### src/rtl/regfile_sb.sv
// Multi-read-port integer register file with write bypass, pending-write scoreboard
// and a post-reset clear sweep so the array needs no reset fan-out.
module regfile_sb #(
  parameter int unsigned XLEN   = 32,
  parameter int unsigned NREGS  = 32,
  parameter int unsigned NRD    = 2,
  parameter int unsigned BYPASS = 1,
  localparam int unsigned AW    = $clog2(NREGS)
) (
  input  logic                clk,
  input  logic                rst_n,
  output logic                ready,
  input  logic                we,
  input  logic [AW-1:0]       waddr,
  input  logic [XLEN-1:0]     wdata,
  input  logic [NRD*AW-1:0]   ra,
  output logic [NRD*XLEN-1:0] rd,
  output logic [NRD-1:0]      rd_busy,
  input  logic                iss_valid,
  input  logic [AW-1:0]       iss_addr
);

  typedef enum logic [0:0] {StClear, StRun} state_e;

  localparam logic [AW:0] NRegsW = (AW + 1)'(NREGS);

  state_e            state_q, state_d;
  logic [AW-1:0]     cnt_q, cnt_d;
  logic [NREGS-1:0]  busy_q, busy_d;
  logic [XLEN-1:0]   mem_q [NREGS];
  logic              clr_en, wr_en, iss_en;
  logic [AW-1:0]     rsel;

  // x0 and addresses beyond the array are never written, issued or read.
  function automatic logic addr_ok(input logic [AW-1:0] a);
    return (a != '0) && ({1'b0, a} < NRegsW);
  endfunction

  assign ready  = (state_q == StRun);
  assign wr_en  = ready & we & addr_ok(waddr);
  assign iss_en = ready & iss_valid & addr_ok(iss_addr);

  always_comb begin
    state_d = state_q;
    cnt_d   = cnt_q;
    clr_en  = 1'b0;
    if (state_q == StClear) begin
      clr_en = 1'b1;
      cnt_d  = cnt_q + 1'b1;
      if (cnt_q == AW'(NREGS - 1)) begin
        state_d = StRun;
      end
    end
  end

  // Issue is applied after the write clear so a same-edge new producer stays pending.
  always_comb begin
    busy_d = busy_q;
    if (wr_en) begin
      busy_d[waddr] = 1'b0;
    end
    if (iss_en) begin
      busy_d[iss_addr] = 1'b1;
    end
    busy_d[0] = 1'b0;
  end

  always_ff @(posedge clk) begin
    if (!rst_n) begin
      state_q <= StClear;
      cnt_q   <= '0;
      busy_q  <= '0;
    end else begin
      state_q <= state_d;
      cnt_q   <= cnt_d;
      busy_q  <= busy_d;
    end
  end

  // Array has no reset so it can map onto RAM; the sweep clears it instead.
  always_ff @(posedge clk) begin
    if (rst_n) begin
      if (clr_en) begin
        mem_q[cnt_q] <= '0;
      end else if (wr_en) begin
        mem_q[waddr] <= wdata;
      end
    end
  end

  always_comb begin
    rd      = '0;
    rd_busy = '0;
    rsel    = '0;
    for (int i = 0; i < NRD; i++) begin
      rsel = ra[i*AW +: AW];
      if (ready && addr_ok(rsel)) begin
        if ((BYPASS != 0) && wr_en && (waddr == rsel)) begin
          rd[i*XLEN +: XLEN] = wdata;
        end else begin
          rd[i*XLEN +: XLEN] = mem_q[rsel];
          rd_busy[i]         = busy_q[rsel];
        end
      end
    end
  end

endmodule

### config.mk
export PLATFORM = sky130hd
export DESIGN_NAME = regfile_sb
export DESIGN_NICKNAME = d
export VERILOG_FILES = /design/src/rtl/regfile_sb.sv
export SDC_FILE = /design/constraint.sdc
export NUM_CORES = 1
export LEC_CHECK = 0
export BUFFER_PORTS_ARGS = -buffer_cell sky130_fd_sc_hd__buf_2
export CAP_MARGIN = 15
export CORE_UTILIZATION = 25
export DETAILED_ROUTE_END_ITERATION = 8
export PLACE_DENSITY = 0.39
export SLEW_MARGIN = 20
export SYNTH_ARGS = -nofsm -noshare
export SYNTH_HDL_FRONTEND = slang
export SYNTH_SLANG_ARGS = --single-unit
### constraint.sdc
create_clock -name clk -period 6 [get_ports clk]
set_clock_uncertainty 0.05 [all_clocks]
set_input_delay 0.3 -clock clk [delete_from_list [all_inputs] [get_ports clk]]
set_output_delay 0.3 -clock clk [all_outputs]
set_load 0.03 [all_outputs]
## Yosys cells after proc, flatten, opt, wreduce, memory -nomap -nowiden

Memory sizes are Yosys's and may differ from the RTL's.
Index checks and enable logic that the tools add are counted.

| cells by class | value |
|---|---|
| $lt $le $gt $ge | 6 |
| $add $sub $neg | 1 |
| equality and inequality tests | 3 |
| reductions and logical operators | 11 |
| multiplexer cells | 30 |
| bitwise operators | 7 |

Operators with widths:

| kind | count |
|---|---|
| two-way mux 32 bit | 7 |
| bitwise AND 32 bit | 1 |
| inverter 32 bit | 1 |
| bitwise OR 32 bit | 1 |
| OR reduction 32 bit | 1 |
| < comparator 5 x 6 -> 1 bit (second input constant) | 4 |
| nonzero test 5 bit | 4 |
| two-way mux 1 bit | 18 |
| binary-select mux 1 bit (select 5 bit) | 2 |
| demux 1 bit (select 5 bit) | 2 |
| equality test 5 bit | 2 |
| greater-or-equal comparator 5 x 1 -> 1 bit (second input constant) | 2 |
| logical AND 1 bit | 6 |
| adder 5 x 1 -> 5 bit (second input constant) | 1 |
| equality test 5 bit (second input constant) | 1 |
| two-way mux 5 bit | 1 |
| bitwise AND 1 bit | 4 |

| word-level totals | value |
|---|---|
| bits in writable memories | 1024 |
| word-level logic and storage cells | 63 |
| output and inout bits | 67 |
| bits in registers | 38 |
| memories | 1 |
| input bits | 56 |

Memory list:

| memory | depth | width | read ports | clocked after memory_dff | write ports | line | RTL |
|---|---|---|---|---|---|---|---|
| mem_q | 32 | 32 | 2 | 0 | 1 | 30 | `logic [XLEN-1:0] mem_q [NREGS];` |

## Depth between registers and ports, before layout

Gate-level depths: netlist of the first run.

| logic depth | value |
|---|---|
| word-level depth | 9 |
| gate-level depth with buffers | 10 |
| depth with buffers taken out | 5 |

## Least setup slack after synthesis of the first run

No wires, ideal clock.

| path | value |
|---|---|
| kind | reg-to-reg |
| from | register state_q, in the netlist ready |
| to | memory mem_q[27][0], enable pin |
| period minus slack after synthesis | 3686 ps |
| setup slack | 2314 ps |
| data required time | 5529 ps |
| arrival time | 3214 ps |
| library setup time | 421 ps |
| buffers on the path | 1 |
| cell stages (with the launch flop) | 7 |
| cell sequence | dfxtp_1 nand2_1 a211oi_2 clkbuf_1 mux2i_1 nand2_1 nor2_1 |

| on the way | value |
|---|---|
| cells in the longest elaborated chain, start to end | 8 |
| elaborated cells on any way between the ends | 12 |
| those cells by class | mux (9); bitwise (2); reduce/logical (1) |

RTL lines:

| item | line | RTL |
|---|---|---|
| from (decl) | 27 | `state_e state_q, state_d;` |
| from (signal assigned) | 70 | `state_q <= StClear;` |
| from (signal assigned) | 74 | `state_q <= state_d;` |
| bitwise AND 1 bit (2 in a row) | 40 | `assign wr_en = ready & we & addr_ok(waddr);` |
| two-way mux 1 bit | 85 | `end else if (wr_en) begin` |
| two-way mux 1 bit | 83 | `if (clr_en) begin` |
| two-way mux 1 bit | 82 | `if (rst_n) begin` |
| two-way mux 1 bit (implied by the code) | 86 | `mem_q[waddr] <= wdata;` |
| OR reduction 32 bit (no source line) | - |  |
| two-way mux 5 bit (no source line) or two-way mux 1 bit (tied branches) | - |  |
| to (decl) | 30 |  |

Several ways; a longest one is shown, not always the timed one.

## Worst setup path in the final report of the first run

| path | value |
|---|---|
| from | register state_q, in the netlist ready |
| to | output rd[33] |

| on the way | value |
|---|---|
| cells in the longest elaborated chain, start to end | 5 |
| elaborated cells on any way between the ends | 6 |
| those cells by class | mux (2); bitwise (2); reduce/logical (2) |

RTL lines:

| item | line | RTL |
|---|---|---|
| bitwise AND 1 bit (2 in a row) | 40 |  |
| logical AND 1 bit | 98 | `if ((BYPASS != 0) && wr_en && (waddr == rsel)) begin` |
| two-way mux 32 bit | 98 |  |
| two-way mux 32 bit (*) | 97 | `if (ready && addr_ok(rsel)) begin` |
| to (decl) | 17 | `output logic [NRD*XLEN-1:0] rd,` |

Mark *: on every way between the ends. The rest lies on a longest branch, timed or not.

==> results of run 1 <==
[registers in the layout, summed over array words and instances, names as in the netlist]
signal and flops:
busy_q 31, cnt_q 5, mem_q 1024, ready 1
[worst max-delay path by stage]
stage,depth (start not counted),end,slack [ns],from
floorplan,6,mem_q[27][0],2.31,ready
global placement,8,rd[63],1.52,ra[5]
detailed placement,8,rd[63],1.58,ra[5]
CTS,7,rd[33],0.99,ready
global route,7,rd[33],0.87,ready
finish,7,rd[33],1.06,ready
[final cells by class]
type                    instances  area share [%]
inverters                       4          0.0257
flip-flops and latches       1061            54.0
multi-input cells            1460            30.9
well taps                    2656            5.70
clock buffers                 148            5.18
clock inverters                65           0.946
repair buffers                259            3.25
diodes                          6          0.0257
[cell usage in the layout (no fill, tap or decap), drive strengths merged, types with 35 or more instances in the layout]
cell	count
a21oi	51
a22o	35
and2	35
buf	251
clkbuf	148
clkinv	47
dfxtp	37
edfxtp	1024
mux2	62
mux2i	109
mux4	496
nand2	125
nor2	75
o21ai	88
o22ai	97
[worst reg2reg max path: stages (launching register included)]
cell and delay, ns:
dfxtp_1 0.65, nand2_1 0.32, a211oi_4 0.57, buf_4 0.34, a31oi_2 0.45, nor2_4 0.85
buf_4 0.55
[cell usage after synthesis, types with 40 or more instances]
| library cell | instances |
|---|---|
| buf_4 | 40 |
| mux4_2 | 493 |
| mux2i_1 | 109 |
| buf_2 | 77 |
| a21oi_1 | 51 |
| nor2_1 | 75 |
| mux2_2 | 62 |
| o21ai_0 | 63 |
| nand2_1 | 125 |
| o22ai_1 | 97 |
| clkbuf_1 | 78 |
| edfxtp_1 | 1024 |
[kinds of logic after synthesis]
| kind of cell | synth area share [%] |
|---|---|
| flip-flops | 62.5 |
| buffers and inverters | 2.43 |
| XOR/XNOR | 0.209 |
| AO/OA/AOI/OAI | 5.42 |
| adder cells (fa/ha/maj) | 0.0497 |
| multiplexers | 25.8 |
| AND/OR/NAND/NOR | 3.63 |
[layer usage]
layer / part of all wire [%] / global-route usage (%)
met1: 42 / 25.5
met2: 48 / 31.1
met3: 5.4 / 2.24
met4: 4.3 / 8.09
met5: 0 / 0
[power by group through the flow]
stage	clock [mW]	sequential, mW	combinational (mW)
floorplan	0	8.23	0.667
global placement	0	8.24	1.09
detailed placement	0	8.24	1.10
CTS	7.07	8.08	1.10
global route	7.31	8.08	1.13
finish	6.92	8.08	1.09
==> impl_metrics.json, run 1 <==
{
  "h-tree-depth": 3,
  "synthArstFlopShare_pct": 0,
  "synth_top_cells_by_area": "edfxtp_1 61%, mux4_2 22%, mux2i_1 2.2%, dfxtp_1 1.5%, mux2_2 1.4%",
  "grt_pass1_vias": 31300,
  "final_cell_area_sq_um": 58300,
  "grt_max_degree": 98,
  "drt-vias-per-instance": 5.34,
  "ios": 123,
  "cts_setup_buffers": 0,
  "hold_slack_ns": 0.105,
  "synth_top_area_share_pct": 61.0,
  "netlist_instances": 2745,
  "hold_buffers": 8,
  "netlist_area_sq_um": 50400,
  "cp.arrival_ns": 4.59,
  "die_w_um": 451,
  "path_clk_slew_ns": 0.06,
  "grt_usage_pct": 19.0,
  "wl_per_cell_um": 34.7,
  "ant_nets": 0,
  "cts.sinks": 1061,
  "clock_path_buffers": 3,
  "maxCapViolCount": 0,
  "switching_share_pct": 23.6,
  "cp_max_fo": 33,
  "hpwl_um": 126000,
  "critPathBufInv": 2,
  "fp.dieH_um": 451,
  "p_clk_share_pct": 43.0,
  "outcome": "complete, no violations",
  "multiInputGateArea_sq_um": 18000,
  "yosys_warnings": 0,
  "die_area_sq_um": 203000,
  "synth_fp_nets": 2803,
  "crit_family": "simple AND/OR/NAND/NOR gates",
  "r2r_start": "ready",
  "cts_resized": 0,
  "seqCellArea_sq_um": 31500,
  "ys_seq_elements": 1061,
  "finalNetCount": 2958,
  "antenna_found_initial": 8,
  "hold_violations": 0,
  "p_int_mw": 12.3,
  "r2r_slack_ns": 1.81,
  "crit_chain": "nand2_1 -> nor4_1 -> and2_2 -> buf_4 -> or2_1 -> o21ai_0 -> buf_2",
  "hp-class": "in -> reg",
  "seqPwrFrac_pct": 50.2,
  "p_per_area_nw_per_um2": 276,
  "ys_types": 63,
  "ys_seq_area_share_pct": 62.5,
  "critPathRequiredTime_ns": 5.65,
  "critPathCaptureType": "output port",
  "worst_hold_path.endpoint": "busy_q[1]",
  "tightest_slew_ns": 1.22,
  "port_buffers": 122,
  "holdPathStages": 5,
  "wirelength_um": 197000,
  "fin_crit_ns": 4.94,
  "fillers": 19700,
  "layout-drive-gt1-share_pct": 34.7,
  "placed_area_sq_um": 54600,
  "numCtsBuffers": 114,
  "grt_pass1_wl_um": 269000,
  "synth_top_area_cell": "edfxtp_1",
  "fp.coreArea_sq_um": 200000,
  "timing.final.ws_setup_ns": 1.06,
  "timing.rr.end": "mem_q[13][20]",
  "hold_start": "iss_valid",
  "tns_ns": 0,
  "start_util_pct": 25.2,
  "p_sw_mw": 3.79,
  "first_pass_iters": 5,
  "p_leak_nw": 16.2,
  "max_freq_mhz": 203,
  "vdd_drop_max_mv": 0.204,
  "cts_tree": "done",
  "maxSlewHeadroom_pct": 18.3,
  "synth-edff-count": 1024,
  "r2r_cells": 6,
  "synth_flop_cell": "edfxtp_1",
  "cp_slowest_cell": "nor4_1",
  "gr-total-overflow": 0,
  "syn_avg_cell_area_sq_um": 18.4,
  "drc": 0,
  "crit_path_start_kind": "register",
  "syn_to_final_growth_pct": 15.8,
  "ctsRootBufferMaster": "clkbuf_16",
  "gp_congestion": 0.872,
  "total_power_mw": 16.1,
  "fin_crit_sh_pct": 82.3,
  "combPwrFrac_pct": 6.8,
  "crit_type": "reg -> out",
  "post-route-util_pct": 29.2,
  "dp_cells": 5432,
  "rsz0062_at_grt": "no",
  "vias": 30200,
  "max_stage_delay_ns": 0.66,
  "drtIter0Drc": 3289,
  "preCtsSetupSlack_ns": 1.58,
  "fp-row-count": 164,
  "fin_cells": 5659,
  "insertion_delay_ns": 0.73,
  "maxSlewViolCount": 0,
  "setup_viol": 0
}
No activity file was read; power rests on OpenSTA's default activity.
==> run 2, diff against run 1 <==
clock period = 4.58 ns   (was 6 ns; I/O delays follow)
==> impl_metrics.json, run 2 (synthesis results as in run 1) <==
{
  "final_cell_area_sq_um": 59100,
  "multiInputGateArea_sq_um": 18000,
  "antenna_found_initial": 10,
  "fp.dieH_um": 451,
  "die_area_sq_um": 203000,
  "die_w_um": 451,
  "clock_path_buffers": 3,
  "r2r_slack_ns": 1.12,
  "rsz0062_at_grt": "no",
  "fin_cells": 5692,
  "drt-vias-per-instance": 5.31,
  "gr-total-overflow": 0,
  "post-route-util_pct": 29.6,
  "grt_usage_pct": 19.1,
  "p_per_area_nw_per_um2": 369,
  "maxSlewHeadroom_pct": 20.5,
  "grt.met3_usage_pct": 2.61,
  "drc": 0,
  "gp_congestion": 0.857,
  "grt_pass1_vias": 31900,
  "fp.coreArea_sq_um": 200000,
  "cts.sinks": 1061,
  "cts_setup_buffers": 0,
  "vias": 30200,
  "hp-class": "in -> reg",
  "total_power_mw": 21.8,
  "finalNetCount": 2995,
  "largest_register": "mem_q",
  "path_clk_slew_ns": 0.06,
  "drtIter0Drc": 2816,
  "r2r_cells": 5,
  "outcome": "complete, no violations",
  "ctsRootBufferMaster": "clkbuf_16",
  "ant_nets": 0,
  "holdPathStages": 4,
  "insertion_delay_ns": 0.75,
  "layout_commonest_cell": "edfxtp_1",
  "cp.arrival_ns": 3.86,
  "top_regs": "mem_q (1024), busy_q (31), cnt_q (5)",
  "preCtsSetupSlack_ns": 0.695,
  "placed_area_sq_um": 55000,
  "port_buffers": 122,
  "cts_tree": "done",
  "maxSlewViolCount": 0,
  "wl_per_cell_um": 34.5,
  "timing.final.ws_setup_ns": 0.444,
  "final_cell_mix": "1024 x edfxtp_1, 493 x mux4_2, 129 x buf_4",
  "seqCellArea_sq_um": 31500,
  "crit_path_start_kind": "register",
  "hold_start": "rst_n",
  "timing.rr.end": "mem_q[20][30]",
  "fin_crit_ns": 4.14,
  "first_pass_iters": 6,
  "vdd_drop_max_mv": 0.281,
  "start_util_pct": 25.2,
  "max_freq_mhz": 242,
  "numCtsBuffers": 117,
  "maxCapViolCount": 0,
  "hold_violations": 0,
  "grtUsageMet1_pct": 24.2,
  "dp_cells": 5459,
  "tns_ns": 0,
  "fin_crit_sh_pct": 90.3,
  "grt_max_degree": 70,
  "busiest_layer": "met2",
  "gr-usage-met2_pct": 33.2,
  "fp-row-count": 164,
  "worst_hold_path.endpoint": "cnt_q[4]",
  "h-tree-depth": 3,
  "p_leak_nw": 16.6,
  "ios": 123,
  "hold_slack_ns": 0.0856,
  "r2r_start": "ready",
  "tightest_slew_ns": 1.19,
  "hpwl_um": 123000,
  "largest_register_ffs": 1024,
  "syn_to_final_growth_pct": 17.4,
  "fillers": 19600,
  "grt_pass1_wl_um": 271000,
  "setup_viol": 0,
  "critPathRequiredTime_ns": 4.30,
  "layout-drive-gt1-share_pct": 35.5,
  "wirelength_um": 197000,
  "critPathCaptureType": "output port",
  "cp_max_fo": 18,
  "crit_type": "reg -> out"
}
==> run 2: cell count changes in the layout (fill, tap and decap cells not counted), sizes merged, moves of 3 or more <==
cell	before	now
clkinvlp	6	1
buf	251	278
bufinv	7	16
clkbuf	148	138
clkinv	47	56
dlygate4sd3	8	15
diode	6	3
==> run 2: worst max-delay path by stage <==
stage / start / slack [ns] / end / cells past startpoint
6_report: ready / 0.44 / rd[24] / 8
5_1_grt: ready / 0.42 / rd[24] / 8
4_1_cts: ready / 0.39 / rd[24] / 8
3_5_place_dp: ra[0] / 0.70 / rd[24] / 9
3_3_place_gp: ra[5] / 0.48 / rd[62] / 9
2_1_floorplan: ready / 0.89 / mem_q[27][0] / 6
==> run 2: critical path, cell delays in order, from the launching register on <==
cell	delay [ns]
dfxtp_1	0.35
buf_4	0.23
a21boi_0	0.37
o21ai_4	0.27
buf_12	0.24
buf_12	0.18
a211oi_1	0.89
a22o_1	0.32
buf_2	0.22
==> run 2: area by class of cell <==
cell class,count,share of cell area [%]
clock inverters,77,1.34
repair buffers,293,4.03
diodes,3,0.0127
clock buffers,138,5.26
flip-flops and latches,1061,53.3
multi-input cells,1460,30.4
well taps,2656,5.62
inverters,4,0.0254
==> run 2: report_power, final <==
part | leakage [nW] | switching, mW | total (mW) | internal (mW)
clock | 1.94 | 4.08 | 9.79 | 5.72
combinational | 6.45 | 0.906 | 1.45 | 0.548
sequential | 8.23 | 0.0382 | 10.6 | 10.6
==> run 2: layer usage <==
layer  vias up  part of all wire (%)  routed length, um
li1      12100                     -                  -
met1     16600                    41              80300
met2      1108                    50              99200
met3       319                   5.0               9920
met4         6                   3.6               7170
met5         -                 0.022                 44
==> run 2: repair_timing <==
item | 4_1_cts | 5_1_grt
hold endpoints to repair | 31 | 0
gates resized for setup | 0 | 0
hold buffers | 15 | 0
